### src/rtl/seg7_value_display_if.sv
// Request/display bus between a value producer and the seven-segment display block.
// The producer drives load/mode/value; the display returns busy/done and the segment image.
interface seg7_value_display_if #(
    parameter int unsigned WIDTH      = 8,
    parameter int unsigned NUM_DIGITS = 6
);
    logic                      load;
    logic                      mode;
    logic [WIDTH-1:0]          value;
    logic                      busy;
    logic                      done;
    logic [8*NUM_DIGITS-1:0]   hex_out;

    modport master (
        output load,
        output mode,
        output value,
        input  busy,
        input  done,
        input  hex_out
    );

    modport slave (
        input  load,
        input  mode,
        input  value,
        output busy,
        output done,
        output hex_out
    );
endinterface

### src/rtl/seg7_value_display.sv
// Latches a binary value and renders it on active-low seven-segment digits, in hex
// or in decimal via a sequential shift-add-3 converter. The display holds until an update.
module seg7_value_display #(
    parameter int unsigned WIDTH         = 8,
    parameter int unsigned NUM_DIGITS    = 6,
    parameter bit          BLANK_LEADING = 1'b1
) (
    input logic                  clk,
    input logic                  rst_n,
    seg7_value_display_if.slave  bus
);
    localparam int unsigned BcdW = 4 * NUM_DIGITS;
    localparam int unsigned CntW = $clog2(WIDTH + 1);

    function automatic int unsigned dec_digits(input int unsigned w);
        longint unsigned v;
        int unsigned     n;
        v = (64'd1 << w) - 64'd1;
        n = 1;
        while (v >= 64'd10) begin
            v = v / 64'd10;
            n++;
        end
        return n;
    endfunction

    if (WIDTH < 1 || WIDTH > 32) begin : g_bad_width
        $error("seg7_value_display: WIDTH must be in 1..32");
    end
    if (NUM_DIGITS < (WIDTH + 3) / 4 || NUM_DIGITS < dec_digits(WIDTH)) begin : g_bad_digits
        $error("seg7_value_display: NUM_DIGITS too small for WIDTH");
    end

    function automatic logic [7:0] seg7(input logic [3:0] n);
        logic [7:0] s;
        case (n)
            4'h0: s = 8'hC0;
            4'h1: s = 8'hF9;
            4'h2: s = 8'hA4;
            4'h3: s = 8'hB0;
            4'h4: s = 8'h99;
            4'h5: s = 8'h92;
            4'h6: s = 8'h82;
            4'h7: s = 8'hF8;
            4'h8: s = 8'h80;
            4'h9: s = 8'h90;
            4'hA: s = 8'h88;
            4'hB: s = 8'h83;
            4'hC: s = 8'hC6;
            4'hD: s = 8'hA1;
            4'hE: s = 8'h86;
            default: s = 8'h8E;
        endcase
        return s;
    endfunction

    typedef enum logic [1:0] {StIdle, StConvert, StUpdate} state_e;

    state_e                  state_q;
    logic                    mode_q;
    logic [WIDTH-1:0]        shift_q;
    logic [BcdW-1:0]         bcd_q;
    logic [CntW-1:0]         cnt_q;
    logic                    busy_q;
    logic                    done_q;
    logic [8*NUM_DIGITS-1:0] hex_q;

    logic [BcdW-1:0]         bcd_adj;
    logic [BcdW-1:0]         digit_src;
    logic [8*NUM_DIGITS-1:0] hex_next;
    logic [3:0]              nib;
    logic                    seen;

    always_comb begin
        bcd_adj = '0;
        for (int i = 0; i < int'(NUM_DIGITS); i++) begin
            bcd_adj[4*i +: 4] = (bcd_q[4*i +: 4] >= 4'd5) ? bcd_q[4*i +: 4] + 4'd3
                                                           : bcd_q[4*i +: 4];
        end
    end

    // Walk from the top digit down so blanking stops at the first nonzero digit.
    always_comb begin
        digit_src = '0;
        if (mode_q) begin
            digit_src = bcd_q;
        end else begin
            digit_src[WIDTH-1:0] = shift_q;
        end
        hex_next = '1;
        nib      = 4'h0;
        seen     = 1'b0;
        for (int k = int'(NUM_DIGITS) - 1; k >= 0; k--) begin
            nib  = digit_src[4*k +: 4];
            seen = seen | (nib != 4'h0);
            if (!BLANK_LEADING || seen || k == 0) begin
                hex_next[8*k +: 8] = seg7(nib);
            end
        end
    end

    always_ff @(posedge clk) begin
        if (!rst_n) begin
            state_q <= StIdle;
            mode_q  <= 1'b0;
            shift_q <= '0;
            bcd_q   <= '0;
            cnt_q   <= '0;
            busy_q  <= 1'b0;
            done_q  <= 1'b0;
            hex_q   <= '1;
        end else begin
            done_q <= 1'b0;
            case (state_q)
                StIdle: begin
                    if (bus.load) begin
                        mode_q  <= bus.mode;
                        shift_q <= bus.value;
                        bcd_q   <= '0;
                        cnt_q   <= CntW'(WIDTH);
                        busy_q  <= 1'b1;
                        state_q <= bus.mode ? StConvert : StUpdate;
                    end
                end
                StConvert: begin
                    {bcd_q, shift_q} <= {bcd_adj, shift_q} << 1;
                    cnt_q            <= cnt_q - 1'b1;
                    if (cnt_q == CntW'(1)) begin
                        state_q <= StUpdate;
                    end
                end
                StUpdate: begin
                    hex_q   <= hex_next;
                    done_q  <= 1'b1;
                    busy_q  <= 1'b0;
                    state_q <= StIdle;
                end
                default: state_q <= StIdle;
            endcase
        end
    end

    assign bus.busy    = busy_q;
    assign bus.done    = done_q;
    assign bus.hex_out = hex_q;
endmodule

### src/flat_wrapper.sv
// flat-port wrapper written by rule: the top's interface ports become plain ports
module seg7_value_display_flat 
#(
    parameter int unsigned WIDTH         = 8,
    parameter int unsigned NUM_DIGITS    = 6,
    parameter bit          BLANK_LEADING = 1'b1
)
  (clk, rst_n, bus_load, bus_mode, bus_value, bus_busy, bus_done, bus_hex_out);
  seg7_value_display_if #(.WIDTH(WIDTH), .NUM_DIGITS(NUM_DIGITS)) bus_i ();
  input logic clk;
  input logic rst_n;
  input wire logic [$bits(bus_i.load)-1:0] bus_load;
  input wire logic [$bits(bus_i.mode)-1:0] bus_mode;
  input wire logic [$bits(bus_i.value)-1:0] bus_value;
  output wire logic [$bits(bus_i.busy)-1:0] bus_busy;
  output wire logic [$bits(bus_i.done)-1:0] bus_done;
  output wire logic [$bits(bus_i.hex_out)-1:0] bus_hex_out;
  assign bus_i.load = bus_load;
  assign bus_i.mode = bus_mode;
  assign bus_i.value = bus_value;
  assign bus_busy = bus_i.busy;
  assign bus_done = bus_i.done;
  assign bus_hex_out = bus_i.hex_out;
  seg7_value_display #(.WIDTH(WIDTH), .NUM_DIGITS(NUM_DIGITS), .BLANK_LEADING(BLANK_LEADING)) u_core (.clk(clk), .rst_n(rst_n), .bus(bus_i));
endmodule
### config.mk
export PLATFORM = sky130hd
export DESIGN_NAME = seg7_value_display_flat
export DESIGN_NICKNAME = d
export VERILOG_FILES = /design/src/rtl/seg7_value_display_if.sv /design/src/rtl/seg7_value_display.sv /design/src/flat_wrapper.sv
export SDC_FILE = /design/constraint.sdc
export NUM_CORES = 1
export LEC_CHECK = 0
export ABC_AREA = 1
export BUFFER_PORTS_ARGS = -buffer_cell sky130_fd_sc_hd__clkbuf_2
export CELL_PAD_IN_SITES_DETAIL_PLACEMENT = 1
export CELL_PAD_IN_SITES_GLOBAL_PLACEMENT = 1
export CORE_ASPECT_RATIO = 0.6
export CORE_MARGIN = 5
export CORE_UTILIZATION = 35
export DETAILED_ROUTE_END_ITERATION = 12
export PLACE_DENSITY = 0.74
export SETUP_SLACK_MARGIN = 0.15
export SLEW_MARGIN = 10
export SYNTH_ARGS = -nofsm -noshare
export SYNTH_HDL_FRONTEND = slang
export SYNTH_SLANG_ARGS = --single-unit
### constraint.sdc
create_clock -name clk -period 2.5 [get_ports clk]
set_clock_uncertainty 0.05 [all_clocks]
set_input_delay 0 -clock clk [delete_from_list [all_inputs] [get_ports clk]]
set_output_delay 0 -clock clk [all_outputs]
set_load 0.01 [all_outputs]
== Yosys cells after proc, flatten, opt, wreduce, memory -nomap -nowiden ==
Memories as Yosys holds them, arrays and structs flattened. A register that Yosys moved wholly into a read port is not among the register bits.
Index checks and enable logic that the tools add are counted.
Widths: inputs -> output; s select.

* Multipliers: 0
* Reduce and logical (&&, ||, !) cells: 13
* Bitwise logic cells: 4
* Shifts and indexed selects: 0
* Div/mod/pow operators: 0
* Muxes and demuxes: 26
* $lt $le $gt $ge: 6
* Add/subtract/negate cells: 7
* Eq/ne operators: 5

{| class="wikitable"
|+ Operators with widths
! operator !! number
|-
| $mux 8 || 7
|-
| $pmux 24 s2 || 1
|-
| $ge 4x3->1 const B || 6
|-
| $mux 24 || 1
|-
| $mux 4 || 6
|-
| $add 4x2->4 const B || 5
|-
| $reduce_bool 4->1 || 5
|-
| $mux 16 || 1
|-
| $pmux 8 s2 || 1
|-
| $pmux 4 s2 || 1
|-
| $reduce_and 2->1 || 4
|-
| $mux 2 || 3
|-
| $eq 4x1->1 const B || 1
|-
| $or 1x1->1 || 4
|-
| $pmux 2 s2 || 1
|-
| $reduce_bool 2->1 || 2
|-
| $sub 4x1->4 const B || 1
|-
| $add 3x2->3 const B || 1
|-
| $mux 3 || 1
|-
| $eq 2x1->1 const B || 1
|-
| $eq 2x2->1 const B || 1
|-
| $logic_not 2->1 || 1
|-
| $mux 1 || 2
|-
| $ne 2x1->1 const B || 1
|-
| 3 further kinds || 3
|}

* Logic and storage cells: 75
* Input bits: 12
* Bits in latches: 0
* Bits in read-only memories: 672
* RAM bits: 0
* Register bits: 89
* Output and inout bits: 50
* Memories kept: 6

{| class="wikitable"
|+ Memories
! memory !! depth !! width !! read ports !! clocked after memory_dff !! wr ports !! RTL line !! text
|-
| (name not given) || 16 || 7 || 1 || 0 || 0 || seg7_value_display.sv:36 || <nowiki>case (n)</nowiki>
|-
| (name not given) || 16 || 7 || 1 || 0 || 0 || seg7_value_display.sv:36 ||
|-
| (name not given) || 16 || 7 || 1 || 0 || 0 || seg7_value_display.sv:36 ||
|-
| (name not given) || 16 || 7 || 1 || 0 || 0 || seg7_value_display.sv:36 ||
|-
| (name not given) || 16 || 7 || 1 || 0 || 0 || seg7_value_display.sv:36 ||
|-
| (name not given) || 16 || 7 || 1 || 1 || 0 || seg7_value_display.sv:36 ||
|}

== Depth between registers and ports, before layout ==
Gate-level depths: netlist (run 1).

* Depth in word-level cells: 7
* Gate-level depth with buffers: 14
* Mapped depth without buffers: 13

== Least setup slack after synthesis (run 1) ==
No wires, ideal clock.

* Path type: register to register
* Start point: reg u_core.mode_q
* End point: reg u_core.hex_q[11] (netlist: u_core.bus.hex_out[11])
* Library setup time: 0.059 ns
* Buffers on the path: 3
* Data required time: 2.391 ns
* Arrival: 1.802 ns
* Clock period less this slack: 1.911 ns
* Cell stages (with the launch flop): 14
* Setup slack: 0.589 ns
* Cells stage by stage: dfxtp_1 > buf_6 > buf_12 > buf_6 > nand2_1 > ha_1 > nand2_4 > nor2_4 > nand2_4 > nor2_8 > nand3_4 > nand2_1 > nand2_1 > nand2_1

* Word-level cells in the longest chain between the ends: 7
* Elaborated cells between the ends (all ways): 13
* Those cells by class: mux: 3; bitwise: 4; reduce/logical: 5; memory: 1

{| class="wikitable"
|+ Ends and longest elaborated chain
! element !! RTL line !! text
|-
| start, declared || seg7_value_display.sv:60 || <nowiki>logic mode_q;</nowiki>
|-
| start signal, assigned || seg7_value_display.sv:117 || <nowiki>mode_q <= bus.mode;</nowiki>
|-
| $mux 16 || seg7_value_display.sv:85 || <nowiki>if (mode_q) begin</nowiki>
|-
| $reduce_bool 4->1 || seg7_value_display.sv:95 || <nowiki>seen = seen | (nib != 4'h0);</nowiki>
|-
| $or 1x1->1 (4 in series) || seg7_value_display.sv:95 ||
|-
| $mux 8 * || seg7_value_display.sv:96 || <nowiki>if (!BLANK_LEADING || seen || k == 0) begin</nowiki>
|-
| end signal, assigned || seg7_value_display.sv:133 || <nowiki>hex_q <= hex_next;</nowiki>
|-
| end, declared || seg7_value_display.sv:66 || <nowiki>logic [8*NUM_DIGITS-1:0] hex_q;</nowiki>
|}

Mark *: on every way between the ends. The rest lies on a longest branch, timed or not.
A chain may end at the register's enable or synchronous reset.

== Worst setup path after layout (run 1) ==
* Start point: reg u_core.mode_q
* End point: reg u_core.hex_q[5] (netlist: u_core.bus.hex_out[5])

* Word-level cells in the longest chain between the ends: 1

{| class="wikitable"
|+ Ends and longest elaborated chain
! element !! RTL line
|-
| $mux 8 || seg7_value_display.sv:85
|}

No other way between the ends.

==> impl_metrics.yaml, run 1 <==
status:
  status: "completed"
die:
  core_um2: 15500
  rows: 35
  fp.dieW_um: 173.0
  dieHeight_um: 107.8
  die_area_um2: 18650
  io_pins: 62
  initial_utilization_pct: 36.00
routing:
  avgViaCountPerCell: 4.895
  vias: 5336
  remaining_drc_errors: 0
  drtPass1Iterations: 4
  totalWireLength_um: 16220
  ant_nets: 0
  drtIter0Drc: 357
  wl_per_cell_um: 14.88
sta:
  hold_viol_final: 0
  fmax_ghz: 0.4726
  slew_headroom_pct: 63.74
  fin_crit_ps: 2116
  tns_ps: 0
  worstMarginPinSlew_ps: 543.9
  period_share_pct: 84.63
  drv_slew: 0
  finalSetupViolations: 0
  grt_setup_unrepaired: "no"
critical_path:
  worstSetupPathType: "reg2reg"
  r2r_end: "u_core.bus.hex_out[5]$_SDFFE_PN1P_"
  path_cells: "buf_12 > nand2_1 > o21ai_1 > inv_1 > ha_1 > nand2_1 > nand2_1 > o211ai_1 > nand2_1"
  path_max_fanout: 17
  slowest_delay_ps: 600
  crit_slowest_cell: "dfxtp_2"
  crit_top_cell: "nand2_1"
  rrSetupSlack_ps: 380
  critPathLaunch: "u_core.mode_q$_SDFFE_PN0P_"
  rr_startpoint: "u_core.mode_q$_SDFFE_PN0P_"
  crit_end: "u_core.bus.hex_out[5]$_SDFFE_PN1P_"
  startpoint_type: "flop"
  worst_ep_required_time_ps: 2670
  arrival_ps: 2290
  critPathCaptureType: "flop"
  ff2ff_path_depth: 9
hold_path:
  hp-class: "in2reg"
power_and_ir_drop:
  leakage_nw: 2.897
  pwr-share-clk_pct: 39.9
  p_seq_share_pct: 40.9
  p_int_mw: 2.537
  p_sw_share_pct: 29.29
  combinationalPowerShare_pct: 19.2
  switchingPower_mw: 1.051
  power.density_nw_per_um2: 561.8
  ir_drop_uv: 285.5
synthesis:
  syn_avg_cell_area_um2: 6.699
  ys_types: 37
  syn-cell-area_um2: 5580
  synth-seq-cells: 83
  synthCells: 833
  synth-seq-area-share_pct: 29.78
  synth_warnings: 0
clock_network:
  cts_buffer_depth: 2
  clk_latency_ps: 340
  cts_tree: "built"
  clkSinkCount: 83
  htreeDepth: 3
  root_buffer: "clkbuf_16"
  cts_made_buffers: 9
  clk_pin_slew_ps: 60
place:
  gp_congestion: 0.8659
  place_area_um2: 6030
  place_hpwl_um: 11980
  io_buffer_count: 55
grt:
  antenna_found_initial: 0
  gr-usage-all-layers_pct: 17.63
  overflow: 0
  grt_pass1_wl_um: 27130
  grt_pass1_vias: 5152
  grt_max_degree: 46
layout:
  drive_above_1_share_pct: 14.21
  final_area_um2: 6386
  insertedDiodeCount: 0
  area_growth_syn_to_layout_pct: 14.44
  nets: 945
job:
  drv_cap: 0
cells in the mapped netlist (all sizes together):
master,count,area share (%)
a21oi,90,8.1
a31oi,2,0.22
and2,1,0.11
buf,21,2.8
clkbuf,14,0.96
conb,1,0.067
dfxtp,83,30
ha,50,11
inv,90,6.1
nand2,263,20
nand3,40,3.8
nand3b,1,0.13
nand4,2,0.22
nor2,64,5.1
nor3,6,0.63
o2111a,1,0.20
o211ai,8,1.1
o21a,1,0.13
o21ai,83,7.8
o22ai,4,0.45
o31ai,1,0.13
or2,2,0.22
xor2,5,0.78
cells in the final DEF (no fill, tap or decap), types with 2 or more instances in the layout:
cell / netlist / layout
nand2_1: 238 / 238
a21oi_1: 90 / 90
inv_1: 83 / 83
dfxtp_1: 83 / 82
o21ai_0: 69 / 69
nor2_1: 59 / 59
clkbuf_2: 1 / 55
ha_1: 50 / 50
nand3_1: 39 / 39
nand2_2: 13 / 13
nand2_4: 12 / 12
o21ai_1: 10 / 10
clkbuf_16: 0 / 9
o211ai_1: 8 / 8
inv_2: 7 / 7
buf_4: 8 / 7
conb_1: 1 / 6
nor3_1: 5 / 5
xor2_1: 5 / 5
nor2_4: 4 / 4
o22ai_1: 4 / 4
dlygate4sd3_1: 0 / 4
o21ai_2: 3 / 3
buf_12: 1 / 3
a31oi_1: 2 / 2
nand4_1: 2 / 2
or2_2: 2 / 2
clkinv_2: 0 / 2
bufinv_16: 0 / 2
power groups by stage:
stage	Clock, mW	Sequential, mW	Combinational [mW]
floorplan	0	1.50	0.464
global placement	0	1.49	0.676
detailed placement	0	1.50	0.685
CTS	1.47	1.47	0.695
global route	1.52	1.48	0.784
finish	1.43	1.47	0.690
how the worst min path moves through the flow:
stage	startpoint	endpoint	slack, ps	depth (start not counted)
2_1_floorplan	rst_n	u_core.cnt_q[0]$_SDFFE_PN0P_	90	2
3_3_place_gp	bus_value[0]	u_core.shift_q[0]$_SDFFE_PN0P_	200	3
3_5_place_dp	bus_value[0]	u_core.shift_q[0]$_SDFFE_PN0P_	210	3
4_1_cts	bus_value[3]	u_core.shift_q[3]$_SDFFE_PN0P_	4	5
5_1_grt	bus_value[3]	u_core.shift_q[3]$_SDFFE_PN0P_	50	5
6_report	bus_value[5]	u_core.shift_q[5]$_SDFFE_PN0P_	5	5
metrics by stage:
stage,power [mW],worst slack [ps],hold slack (ps),instances,utilization (%)
detailed placement,2.182,399.3,208.8,1071,38.89
CTS,3.631,386.2,4.400,1090,41.19
floorplan,1.965,588.7,88.37,838,-
global placement,2.170,441.8,197.4,1071,38.89
finish,3.588,384.1,5.162,1090,41.19
global route,3.785,181.8,47.68,1090,41.19
what timing repair did:
action | 4_1_cts | 5_1_grt
buffers inserted | 0 | 0
hold buffers | 4 | 0
gates resized for setup | 0 | 0
endpoints found under the hold margin | 4 | 0
sequential cells by signal (all words and copies together), names as in the netlist:
name,cells
u_core.mode_q,1
u_core.bus.done,1
u_core.bcd_q,24
u_core.shift_q,8
u_core.bus.hex_out,42
u_core.state_q,2
u_core.cnt_q,4
u_core.bus.busy,1
routing by layer:
metal / share of wire (%) / global-route usage, % / wire length (um) / vias to the layer above
met5: 0 / 0 / 0 / -
met4: 0.36 / 2.732 / 58 / 0
met3: 4.8 / 4.107 / 776 / 4
met2: 38 / 24.57 / 6095 / 91
met1: 57 / 27.46 / 9287 / 2475
li1: - / - / - / 2766
cell families (layout without fill, tap and decap cells):
family          Yosys count  in the layout  synth area share (%)
buf+inv                 125            174                 9.866
xor+xnor                  5              5                0.7847
simple gates            379            379                 30.16
other cells               1              6               0.06720
flops                    83             83                 29.78
compound gates          190            190                 18.14
fa+ha+maj                50             50                 11.21
critical path: cells and delay by family (launching register included):
family          cells  cell delay (ps)
compound gates      2              420
simple gates        4              290
fa+ha+maj           1              240
flops               1              600
buf+inv             2              400
final cells by class:
| type | count | area, um2 |
|---|---|---|
| sequential | 83 | 1663 |
| inverter | 90 | 337.8 |
| multi-input combinational | 630 | 3387 |
| fill | 2032 | 9116 |
| timing repair buffer | 69 | 427.9 |
| clock buffer | 10 | 239.0 |
| tap | 203 | 254.0 |
| clock inverter | 5 | 77.57 |
(Power assumes the default switching activity.)
==> run 2, diff against run 1 <==
==> constraint.sdc (replaced) <==
create_clock -name clk -period 2.1 [get_ports clk]
set_clock_uncertainty 0.05 [all_clocks]
set_input_delay 0 -clock clk [delete_from_list [all_inputs] [get_ports clk]]
set_output_delay 0 -clock clk [all_outputs]
set_load 0.01 [all_outputs]
==> run 2 against run 1 <==
  * Core utilization up 1.4 points
  * Non-clock buffer count up 18
  * Count of clock-buffer cells in the layout unchanged
  * Worst setup slack worse by 100 ps
  * Sequential share of layout area down 0.81 points
  * Design area up 3.4%
  * Critical path type unchanged
  * Critical endpoint is now u_core.bus.hex_out[13]$_SDFFE_PN1P_
  * Combinational power up 28%
  * Highest routed layer unchanged
  * Sequential cell count unchanged
  * Critical path depth up 2
==> impl_metrics.yaml, run 2 (synthesis results as in run 1) <==
sta:
  fmax_ghz: 0.5496
  slew_headroom_pct: 66.71
  period_share_pct: 86.65
  grt_setup_unrepaired: "no"
  hold_viol_final: 0
  worst_slack_ps: 280.4
  finalSetupViolations: 0
  drv_slew: 0
  whs_ps: 14.69
  worstMarginPinSlew_ps: 498.6
  fin_crit_ps: 1820
  tns_ps: 0
layout:
  nets: 963
  largest_reg_flops: 42
  final_cell_mix: "nand2_1 (236), a21oi_1 (89), inv_1 (82), dfxtp_1 (82), o21ai_0 (67)"
  layout_commonest_cell: "nand2_1"
  insertedDiodeCount: 0
  instances_no_fill: 1108
  area_growth_syn_to_layout_pct: 18.27
  final_area_um2: 6600
  fin_util_pct: 42.57
  drive_above_1_share_pct: 16.24
clock_network:
  clk_pin_slew_ps: 60
  htreeDepth: 3
  clkSinkCount: 83
  root_buffer: "clkbuf_16"
  clk_latency_ps: 340
  cts_tree: "built"
  cts_buffer_depth: 2
  cts_made_buffers: 9
grt:
  grt_max_degree: 46
  gr-usage-all-layers_pct: 18.41
  met1_usage_pct: 29.10
  grt_pass1_vias: 5257
  grt_pass1_wl_um: 28080
  busiest_layer: "met1"
  use_met3_pct: 3.861
  antenna_found_initial: 0
  overflow: 0
  met2_usage_pct: 25.25
power_and_ir_drop:
  power_mw: 4.446
  leakage_nw: 2.996
  ir_drop_uv: 326.9
  power.density_nw_per_um2: 673.7
routing:
  drtIter0Drc: 438
  remaining_drc_errors: 0
  ant_nets: 0
  vias: 5512
  totalWireLength_um: 17270
  wl_per_cell_um: 15.59
  avgViaCountPerCell: 4.975
  drtPass1Iterations: 5
critical_path:
  arrival_ps: 2050
  crit_slowest_cell: "dfxtp_4"
  ff2ff_path_depth: 11
  crit_top_cell: "nand2_1"
  path_max_fanout: 7
  rrSetupSlack_ps: 280
  worst_ep_required_time_ps: 2330
  critPathCaptureType: "flop"
  r2r_end: "u_core.bus.hex_out[13]$_SDFFE_PN1P_"
  rr_startpoint: "u_core.mode_q$_SDFFE_PN0P_"
  crit_end: "u_core.bus.hex_out[13]$_SDFFE_PN1P_"
  critPathLaunch: "u_core.mode_q$_SDFFE_PN0P_"
  slowest_delay_ps: 390
  worstSetupPathType: "reg2reg"
  startpoint_type: "flop"
  path_cells: "buf_2 > nand2_2 > ha_4 > nand2_4 > nor2_4 > nand2_4 > nor2_8 > nand3_4 > nand2_1 > nand2_1 > nand2_1"
die:
  initial_utilization_pct: 36.00
  fp.dieW_um: 173.0
  io_pins: 62
  dieHeight_um: 107.8
  core_um2: 15500
  die_area_um2: 18650
  rows: 35
place:
  io_buffer_count: 55
  gp_congestion: 0.8313
  place_hpwl_um: 12570
  dpl_worst_slack_ps: 111.9
  place_area_um2: 6090
  place_inst: 1079
hold_path:
  hold_depth: 5
  hp-class: "in2reg"
  hold_start: "bus_value[5]"
status:
  status: "completed"
job:
  drv_cap: 0
-- run 2: changes by cell type in the layout (fill, tap and decap cells not counted), sizes merged --
cell	delta
clkinvlp	+1
dlygate4sd3	+1
inv	-1
clkbuf	+1
bufinv	+1
clkinv	-1
buf	+16
-- run 2: repair_timing --
item,in CTS,in global routing
pin swaps,0,3
gates cloned,0,1
hold endpoints to repair,5,0
gates resized for setup,2,8
hold buffers,5,0
setup endpoints to repair,8,26
buffers inserted,0,8
-- run 2: layout make-up --
cell class / count / area (um2)
Clock buffer: 10 / 229.0
Sequential cell: 83 / 1665
Timing Repair Buffer: 87 / 593.1
Inverter: 90 / 341.6
Fill cell: 2043 / 8902
Multi-Input combinational cell: 630 / 3415
Clock inverter: 5 / 102.6
Tap cell: 203 / 254.0
-- run 2: routing by layer --
layer / vias to the layer above / wire length [um]
li1: 2818 / -
met1: 2575 / 9813
met2: 112 / 6594
met3: 7 / 765
met4: 0 / 98
met5: - / 0
-- run 2: worst min-delay path by stage --
| stage | endpoint | slack (ps) |
|---|---|---|
| 4_1_cts | u_core.shift_q[5]$_SDFFE_PN0P_ | 10 |
| 5_1_grt | u_core.state_q[1]$_SDFFE_PN0P_ | 60 |
| 3_3_place_gp | u_core.shift_q[0]$_SDFFE_PN0P_ | 190 |
| 2_1_floorplan | u_core.cnt_q[0]$_SDFFE_PN0P_ | 90 |
| 6_report | u_core.shift_q[5]$_SDFFE_PN0P_ | 10 |
| 3_5_place_dp | u_core.shift_q[0]$_SDFFE_PN0P_ | 200 |
-- run 2: power by group --
group / switching (mW) / leakage, nW / internal, mW
Clock: 0.663 / 0.159 / 1.15
Sequential: 0.0694 / 0.679 / 1.67
Combinational: 0.577 / 2.16 / 0.310
-- run 2: worst max-delay path, delay by kind of cell (launching register included) --
family	cells	cell delay (ps)
buffers and inverters	1	170
adders and majority gates	1	180
and+or+nand+nor	9	970
DFF	1	390
==> run 3, diff against run 2 <==
--- a/config.mk
+++ b/config.mk
@@ -11,9 +11,11 @@
 export CELL_PAD_IN_SITES_GLOBAL_PLACEMENT = 1
 export CORE_ASPECT_RATIO = 0.6
 export CORE_MARGIN = 5
-export CORE_UTILIZATION = 35
+export CORE_UTILIZATION = 36
+export CTS_BUF_LIST = sky130_fd_sc_hd__clkbuf_16
+export CTS_CLUSTER_DIAMETER = 30
 export DETAILED_ROUTE_END_ITERATION = 12
-export PLACE_DENSITY = 0.74
+export PLACE_DENSITY = 0.75
 export SETUP_SLACK_MARGIN = 0.15
 export SLEW_MARGIN = 10
 export SYNTH_ARGS = -nofsm -noshare
==> run 3 against run 2 <==
  * Clock power shrank 14%
  * Design area decreased by 2.2%
  * Non-clock buffer count fell by 10
  * Die area shrank 2.6%
  * Worst setup slack lost 16 ps
  * Sequential cell count is the same
==> impl_metrics.yaml, run 3 (synthesis results as in run 1) <==
status:
  status: "completed"
critical_path:
  path_cells: "buf_12 > nand2_1 > o21ai_1 > inv_1 > ha_1 > nand2_1 > nand2_1 > a21oi_1 > o21ai_0"
  arrival_ps: 2010
  slowest_delay_ps: 460
  crit_slowest_cell: "dfxtp_4"
  path_max_fanout: 17
  path_buf_inv: 2
  ff2ff_path_depth: 9
  rrSetupSlack_ps: 260
  worst_ep_required_time_ps: 2280
  crit_top_cell: "nand2_1"
  cp_top_family: "flip-flops"
  critPathCaptureType: "flop"
  startpoint_type: "flop"
  worstSetupPathDepth: 9
  worstSetupPathType: "reg2reg"
routing:
  ant_nets: 0
  remaining_drc_errors: 0
  drtPass1Iterations: 4
  totalWireLength_um: 16310
  wl_per_cell_um: 14.85
  drtIter0Drc: 240
  vias: 5333
  avgViaCountPerCell: 4.857
die:
  fp.dieW_um: 170.7
  die_area_um2: 18170
  rows: 35
  dieHeight_um: 106.4
  initial_utilization_pct: 36.51
  core_um2: 15280
  io_pins: 62
sta:
  tns_ps: 0
  slew_headroom_pct: 61.03
  fmax_ghz: 0.5448
  worstMarginPinSlew_ps: 583.7
  period_share_pct: 87.41
  drv_slew: 0
  hold_viol_final: 0
  whs_ps: 3.650
  finalSetupViolations: 0
  fin_crit_ps: 1836
  grt_setup_unrepaired: "no"
place:
  gp_congestion: 0.8277
  io_buffer_count: 55
  place_inst: 1075
  place_hpwl_um: 11970
clock_network:
  htreeDepth: 3
  root_buffer: "clkbuf_16"
  clk_latency_ps: 350
  cts_buffer_depth: 2
  cts_made_buffers: 9
  clkSinkCount: 83
  clk_pin_slew_ps: 70
  cts_tree: "built"
grt:
  grt_pass1_vias: 5129
  gr-usage-all-layers_pct: 18.23
  grt_pass1_wl_um: 26910
  antenna_found_initial: 0
  grt_max_degree: 46
  overflow: 0
layout:
  insertedDiodeCount: 0
  final_cell_mix: "nand2_1 (235), a21oi_1 (90), inv_1 (83)"
  area_growth_syn_to_layout_pct: 15.72
  nets: 953
  drive_above_1_share_pct: 15.08
  fillers: 2018
  fin_util_pct: 42.25
  largest_reg_flops: 42
  layout_commonest_cell: "nand2_1"
  instances_no_fill: 1098
hold_path:
  hp-class: "in2reg"
  hold_depth: 5
power_and_ir_drop:
  ir_drop_uv: 295.4
  power.density_nw_per_um2: 644.6
  leakage_nw: 2.923
job:
  drv_cap: 0
## run 3: routing by layer
metal	share of wire (%)	routed length, um	global-route usage [%]	vias up
met5	0	0	0	-
met4	0.69	112	2.906	0
met3	4.9	802	3.716	12
met2	37	6082	24.49	107
met1	57	9310	29.52	2433
li1	-	-	-	2781
## run 3: area by class of cell
class / count / area [um2] / share of cell area (%)
multi-input combinational: 630 / 3405 / 52.72
sequential: 83 / 1665 / 25.79
timing repair buffer: 77 / 505.5 / 7.828
inverter: 90 / 344.1 / 5.328
tap: 203 / 254.0 / 3.933
clock buffer: 9 / 225.2 / 3.488
clock inverter: 6 / 58.81 / 0.9107
## run 3: per-stage QoR
stage | total power [mW] | setup WS [ps] | area, um2
floorplan | 2.340 | 188.7 | 5599
global route | 4.381 | 144.6 | 6457
global placement | 2.588 | 254.4 | 6072
finish | 4.163 | 264.4 | 6457
CTS | 4.210 | 215.1 | 6419
detailed placement | 2.603 | 170.0 | 6072
## run 3: final timing paths
| kind | start | end |
|---|---|---|
| min | bus_value[6] | u_core.shift_q[6]$_SDFFE_PN0P_ |
| max reg2reg | u_core.mode_q$_SDFFE_PN0P_ | u_core.bus.hex_out[6]$_SDFFE_PN1P_ |
| min reg2reg | u_core.bus.hex_out[24]$_SDFFE_PN1P_ | u_core.bus.hex_out[24]$_SDFFE_PN1P_ |
| max | u_core.mode_q$_SDFFE_PN0P_ | u_core.bus.hex_out[6]$_SDFFE_PN1P_ |
## run 3: power breakdown
group | switching, mW | internal [mW] | leakage, nW | total, mW
registers | 0.0688 | 1.67 | 0.679 | 1.74
clock network | 0.667 | 0.907 | 0.140 | 1.57
logic | 0.549 | 0.298 | 2.10 | 0.847
total | 1.28 | 2.88 | 2.92 | 4.16
## run 3: worst reg2reg max path, cell delays in order, from the launching register on
cell and delay, ps:
dfxtp_4 460, buf_12 200, nand2_1 70, o21ai_1 140, inv_1 140, ha_1 240
nand2_1 90, nand2_1 70, a21oi_1 180, o21ai_0 90
## run 3: timing repair
item / 4_1_cts / 5_1_grt
hold buffers: 6 / 0
setup endpoints to repair: 1 / 22
resized for setup: 1 / 8
gates cloned: 0 / 0
buffers inserted: 0 / 2
endpoints found under the hold margin: 7 / 0
pin swaps: 0 / 0
